**config.mk**
```make
export PLATFORM = sky130hd
export DESIGN_NAME = value_digit_render
export DESIGN_NICKNAME = d
export VERILOG_FILES = /design/src/rtl/value_digit_render.sv
export SDC_FILE = /design/constraint.sdc
export NUM_CORES = 1
export LEC_CHECK = 0
export ABC_AREA = 1
export CAP_MARGIN = 20
export CORE_MARGIN = 2
export CORE_UTILIZATION = 47
export CTS_CLUSTER_DIAMETER = 120
export DETAILED_ROUTE_END_ITERATION = 10
export GPL_ROUTABILITY_DRIVEN = 0
export GPL_TIMING_DRIVEN = 0
export HOLD_SLACK_MARGIN = 0.1
export PLACE_DENSITY_LB_ADDON = 0.05
export SKIP_CTS_REPAIR_TIMING = 1
export SLEW_MARGIN = 30
export SYNTH_ARGS = -nofsm -noshare
export SYNTH_HDL_FRONTEND = slang
export SYNTH_SLANG_ARGS = --single-unit
export TNS_END_PERCENT = 20
```
**constraint.sdc**
```tcl
create_clock -name clk -period 1.7 [get_ports clk]
set_clock_uncertainty 0.05 [all_clocks]
set_input_delay 0.34 -clock clk [delete_from_list [all_inputs] [get_ports clk]]
set_output_delay 0.34 -clock clk [all_outputs]
set_load 0.1 [all_outputs]
```
**src/rtl/value_digit_render.sv**
```systemverilog
// Renders the R/G/B channel values as a 3x3 grid of decimal glyphs; values are
// converted once per frame by a double-dabble FSM and shown through a 2-stage pixel pipe.
module value_digit_render #(
  parameter logic [9:0] X0 = 10'd64,
  parameter logic [9:0] Y0 = 10'd64
) (
  input  logic        clk,
  input  logic        rst,
  input  logic        frame_start,
  input  logic [7:0]  val_r,
  input  logic [7:0]  val_g,
  input  logic [7:0]  val_b,
  input  logic [9:0]  pixel_x,
  input  logic [9:0]  pixel_y,
  input  logic        video_on,
  output logic [3:0]  glyph_digit,
  output logic [3:0]  glyph_row,
  input  logic [15:0] glyph_bits,
  output logic [11:0] rgb,
  output logic        busy
);

  typedef enum logic [2:0] {IDLE, LOAD, SHIFT, NEXT, COMMIT} state_t;

  state_t state_q, state_d;
  logic [1:0]  ch_q, ch_d;
  logic [3:0]  cnt_q, cnt_d;
  logic [7:0]  bin_q, bin_d;
  logic [11:0] scr_q, scr_d;
  logic [11:0] adj;
  logic [7:0]  cap_g_q, cap_g_d, cap_b_q, cap_b_d;
  // [line][cell][bcd]; cell 0 is the hundreds digit
  logic [2:0][2:0][3:0] wrk_q, wrk_d, disp_q, disp_d;

  logic [9:0]  x_q, x_d, y_q, y_d;
  logic        von_q, von_d;
  logic [11:0] rgb_q, rgb_d;
  logic [9:0]  dx, dy;
  logic        in_region;

  always_comb begin
    state_d = state_q;
    ch_d    = ch_q;
    cnt_d   = cnt_q;
    bin_d   = bin_q;
    scr_d   = scr_q;
    cap_g_d = cap_g_q;
    cap_b_d = cap_b_q;
    wrk_d   = wrk_q;
    disp_d  = disp_q;
    for (int i = 0; i < 3; i++) begin
      adj[4*i +: 4] = (scr_q[4*i +: 4] >= 4'd5) ? scr_q[4*i +: 4] + 4'd3 : scr_q[4*i +: 4];
    end
    case (state_q)
      IDLE: begin
        if (frame_start) state_d = LOAD;
      end
      LOAD: begin
        cap_g_d = val_g;
        cap_b_d = val_b;
        bin_d   = val_r;
        ch_d    = 2'd0;
        scr_d   = 12'd0;
        cnt_d   = 4'd8;
        state_d = SHIFT;
      end
      SHIFT: begin
        scr_d = {adj[10:0], bin_q[7]};
        bin_d = {bin_q[6:0], 1'b0};
        cnt_d = cnt_q - 4'd1;
        if (cnt_q == 4'd1) state_d = NEXT;
      end
      NEXT: begin
        wrk_d[ch_q][0] = scr_q[11:8];
        wrk_d[ch_q][1] = scr_q[7:4];
        wrk_d[ch_q][2] = scr_q[3:0];
        if (ch_q == 2'd2) begin
          state_d = COMMIT;
        end else begin
          // reload for the next channel directly, skipping a separate LOAD cycle
          ch_d    = ch_q + 2'd1;
          bin_d   = (ch_q == 2'd0) ? cap_g_q : cap_b_q;
          scr_d   = 12'd0;
          cnt_d   = 4'd8;
          state_d = SHIFT;
        end
      end
      COMMIT: begin
        disp_d  = wrk_q;
        state_d = IDLE;
      end
      default: state_d = IDLE;
    endcase
  end

  always_comb begin
    x_d       = pixel_x;
    y_d       = pixel_y;
    von_d     = video_on;
    dx        = x_q - X0;
    dy        = y_q - Y0;
    in_region = von_q && (dx < 10'd48) && (dy < 10'd48);
    glyph_digit = 4'd0;
    glyph_row   = 4'd0;
    rgb_d       = 12'h000;
    if (in_region) begin
      glyph_digit = disp_q[dy[5:4]][dx[5:4]];
      glyph_row   = dy[3:0];
      // bit 15 is the leftmost pixel, so column n maps to bit ~n
      if (glyph_bits[~dx[3:0]]) begin
        case (dy[5:4])
          2'd0:    rgb_d = 12'hF00;
          2'd1:    rgb_d = 12'h0F0;
          default: rgb_d = 12'h00F;
        endcase
      end
    end
  end

  always_ff @(posedge clk) begin
    if (rst) begin
      state_q <= IDLE;
      ch_q    <= 2'd0;
      cnt_q   <= 4'd0;
      bin_q   <= 8'd0;
      scr_q   <= 12'd0;
      cap_g_q <= 8'd0;
      cap_b_q <= 8'd0;
      wrk_q   <= '0;
      disp_q  <= '0;
      x_q     <= 10'd0;
      y_q     <= 10'd0;
      von_q   <= 1'b0;
      rgb_q   <= 12'h000;
    end else begin
      state_q <= state_d;
      ch_q    <= ch_d;
      cnt_q   <= cnt_d;
      bin_q   <= bin_d;
      scr_q   <= scr_d;
      cap_g_q <= cap_g_d;
      cap_b_q <= cap_b_d;
      wrk_q   <= wrk_d;
      disp_q  <= disp_d;
      x_q     <= x_d;
      y_q     <= y_d;
      von_q   <= von_d;
      rgb_q   <= rgb_d;
    end
  end

  assign rgb  = rgb_q;
  assign busy = (state_q != IDLE);

endmodule

```
==> results by group <==
Power
  – Power share of the clock group: 42.6%
  – Switching component of the power: 1.98 mW
  – Switching power as a share of total power: 25.1%
  – Largest vdd supply drop: 0.668 mV
  – Ratio of total power to cell area: 1000 nW/µm²
  – Internal power consumption: 5.91 mW
  – Leak Pwr: 3.19 nW
  – Part of the total power dissipated in combinational logic: 12.7%
  – Portion of total power attributed to sequential cells: 44.7%

Clock tree
  – Number of buffers between clock root and the deepest sink: 2
  – Number of clock sinks: 141
  – TritonCTS clock tree: built
  – Worst skew pair latency: 0.41 ns
  – Reg clk slew, reported paths: 0.06 ns
  – Number of buffers added by the clock tree synthesis step: 17
  – Total number of H-tree levels: 4
  – Master cell of the clock root buffer: clkbuf_16

Floorplanning
  – Starting utilization of the core area: 47.8%
  – Horizontal extent of the die: 117 µm
  – Core Area: 12,600 µm²
  – Boundary pin count: 85
  – Die Outline Area: 13,700 µm²
  – Number of core rows: 41
  – Die height: 117 µm

Synthesis
  – Count of mapped cells out of synthesis: 813
  – Synthesized netlist net count: 888
  – Number of enable flip-flop cells after synthesis: 0
  – Sequential fraction of the synthesis area: 47.0%
  – Proportion of netlist area held by the largest area contributor: 47.0%
  – Area contributors post-synth: dfxtp_1, o21ai_0, a21oi_1
  – Proportion of register bits with asynchronous set or reset after synthesis: 0%
  – Most used DFF post-synth: dfxtp_1
  – Synthesized area per cell: 7.39 µm²
  – Netlist area before placement: 6010 µm²
  – Yosys Warn Count: 0
  – Post-synth cell types: 29
  – Largest area contributor in the netlist: dfxtp_1
  – Number of synthesized register bits: 141
  – Commonest cells in the synthesized netlist: dfxtp_1, o21ai_0, nor2_1, nand2_1, inv_1
  – Top-count cell post-synth: dfxtp_1

Critical path
  – Max FO, Critical Path: 10
  – Arrival time worst endpoint: 1.76 ns
  – Critical register-to-register path startpoint: ch_q[0]
  – Worst setup EP type: output port
  – CP Launch Point: y_q[5]
  – Register-to-Register Setup Slack: -0.16 ns
  – Type of the worst setup path: reg -> out
  – Startpoint Class: register
  – Destination of the critical timing path: glyph_digit[0]
  – Capturing point of the worst reg2reg path: bin_q[3]
  – Required time at the endpoint of the critical path: 1.31 ns
  – Number of cell instances on the worst register-to-register path: 9

GRT
  – Global-route wire length before repair: 24.8 mm
  – Vias in the first global route: 5,219
  – Number of antenna violations at the first check in global routing: 0
  – Total routing resource utilization after global routing: 23.6%
  – Aggregate global routing overflow: 0
  – Pin count of the biggest net entering global routing: 17

Routing
  – Residual DRC count: 0
  – Post-Route WL: 15.6 mm
  – Post-DR wirelength/cell: 14.1 µm
  – DR vias: 5,543
  – Initial DRT Pass Iterations: 5
  – Post-route antenna net violation count: 0
  – Detail-routed via count per cell: 5.02
  – Initial drt markers: 350

Final layout
  – Multi-input logic area: 2680 µm²
  – Ratio of cells with drive above 1 in the final layout: 15.3%
  – N_diodes: 0
  – Area Overhead vs Synth: 30.9%
  – Post-route cell area: 7860 µm²
  – Total number of nets in the final design: 995
  – Register area: 2840 µm²
  – Filler cells: 1,144

Timing
  – Final number of setup-violating endpoints: 15
  – Final critical-path required period: 2.15 ns
  – Final count of hold timing violations: 0
  – Slew of the pin with the lowest slew margin: 0.703 ns
  – Final setup margin: -0.445 ns
  – Slew headroom: 53.1%
  – Period utilization: 126%
  – Max Clk Rate: 466 MHz
  – Final Hold Slack: 0.253 ns
  – Fin. max-slew vios: 0
  – Unrepaired setup endpoints after global routing: true

Place
  – Worst slack at placement: -1.02 ns
  – IO buf count: 83
  – Standard cell area after detailed placement: 7130 µm²
  – HPWL after DPL: 11.6 mm

Status
  – Status: finished with violations
  – Violated checks: setup timing

Flow run
  – Max capacitance violation total: 0

Hold path
  – Class of the worst hold path: in -> reg
  – Hold Path Stages: 2
## routing by layer
metal	share of wire [%]	track usage, %	up-vias	wire length, µm
met1	44	28.1	2530	6780
met3	4.7	5.72	33	732
met5	0	0	-	0
met2	49	40.7	145	7680
met4	2.3	9.80	0	354
li1	-	-	2835	-
## final cells by class
| type | instances | share of cell area, % |
|---|---|---|
| Buffer | 47 | 3.44 |
| Clock buffer | 22 | 5.91 |
| Clock inverter | 9 | 0.892 |
| Inverter | 104 | 5.16 |
| Multi-Input combinational cell | 521 | 34.1 |
| Sequential cell | 141 | 36.1 |
| Tap cell | 172 | 2.74 |
| Timing Repair Buffer | 88 | 11.7 |
## power groups by stage
| stage | logic (mW) | registers (mW) | clock network (mW) |
|---|---|---|---|
| global route | 1.11 | 3.54 | 3.57 |
| CTS | 0.968 | 3.53 | 3.43 |
| detailed placement | 0.962 | 3.60 | 0 |
| global placement | 0.940 | 3.60 | 0 |
| finish | 1.00 | 3.53 | 3.37 |
| floorplan | 0.639 | 3.58 | 0 |
## cell families after synthesis
| logic type | count (synthesis) | share of synthesized area [%] |
|---|---|---|
| adders and majority gates | 11 | 2.29 |
| DFF | 141 | 47.0 |
| AOI/OAI and AO/OA | 230 | 20.1 |
| xor gates and xnor gates | 2 | 0.292 |
| and+or+nand+nor | 278 | 19.5 |
| buffers and inverters | 151 | 10.8 |
## cell usage in the layout, fill, tap and decap left out, types with 4 or more instances in the layout
cell type,Yosys,final
dfxtp_1,141,136
o21ai_0,116,112
nor2_1,110,100
inv_1,100,96
nand2_1,104,96
a21oi_1,92,90
clkdlybuf4s50_1,0,62
nand3_1,47,46
buf_4,9,22
clkbuf_1,18,17
clkbuf_16,0,17
nand2_2,9,14
buf_2,15,14
ha_1,11,11
buf_12,1,9
a21oi_2,8,8
clkinv_2,0,8
o211ai_1,6,6
nor2_2,0,6
clkbuf_2,0,6
inv_2,3,5
nor2_4,0,4
o22ai_1,5,4
o21ai_1,1,4
dfxtp_4,0,4
## worst max-delay path: stages (launching register included)
cell and delay [ns]:
dfxtp_4 0.42, inv_8 0.06, buf_8 0.14, o21ai_1 0.19, o21ai_1 0.10, nor2_1 0.19, nor2_4 0.06, buf_8 0.17
## worst min-delay path by stage
stage                      end  slack, ns  startpoint
finish              cap_g_q[0]       0.25         rst
global route        cap_g_q[0]       0.28         rst
CTS                 cap_g_q[0]       0.25         rst
detailed placement  cap_b_q[1]       0.39  cap_b_q[1]
global placement    cap_b_q[0]       0.38  cap_b_q[0]
floorplan           cap_b_q[0]       0.37  cap_b_q[0]
## sequential cells by signal, summed over array words and instances, names as in the netlist
| register | flops |
|---|---|
| bin_q | 8 |
| cap_b_q | 8 |
| cap_g_q | 8 |
| ch_q | 2 |
| cnt_q | 4 |
| disp_q | 36 |
| rgb | 3 |
| scr_q | 12 |
| state_q | 3 |
| von_q | 1 |
| wrk_q | 36 |
| x_q | 10 |
| y_q | 10 |
## stage by stage
step	power [mW]	std cells	TNS, ns	utilization (%)
3_5_place_dp	4.56	1068	-11.78	56.8
2_1_floorplan	4.21	813	-1.86	-
5_1_grt	8.22	1104	-6.36	62.5
4_1_cts	7.92	1099	-20.78	61.0
6_report	7.89	1104	-3.46	62.5
3_3_place_gp	4.54	1068	-10.84	56.8
Note: power is estimated with default switching activity, not from simulation.
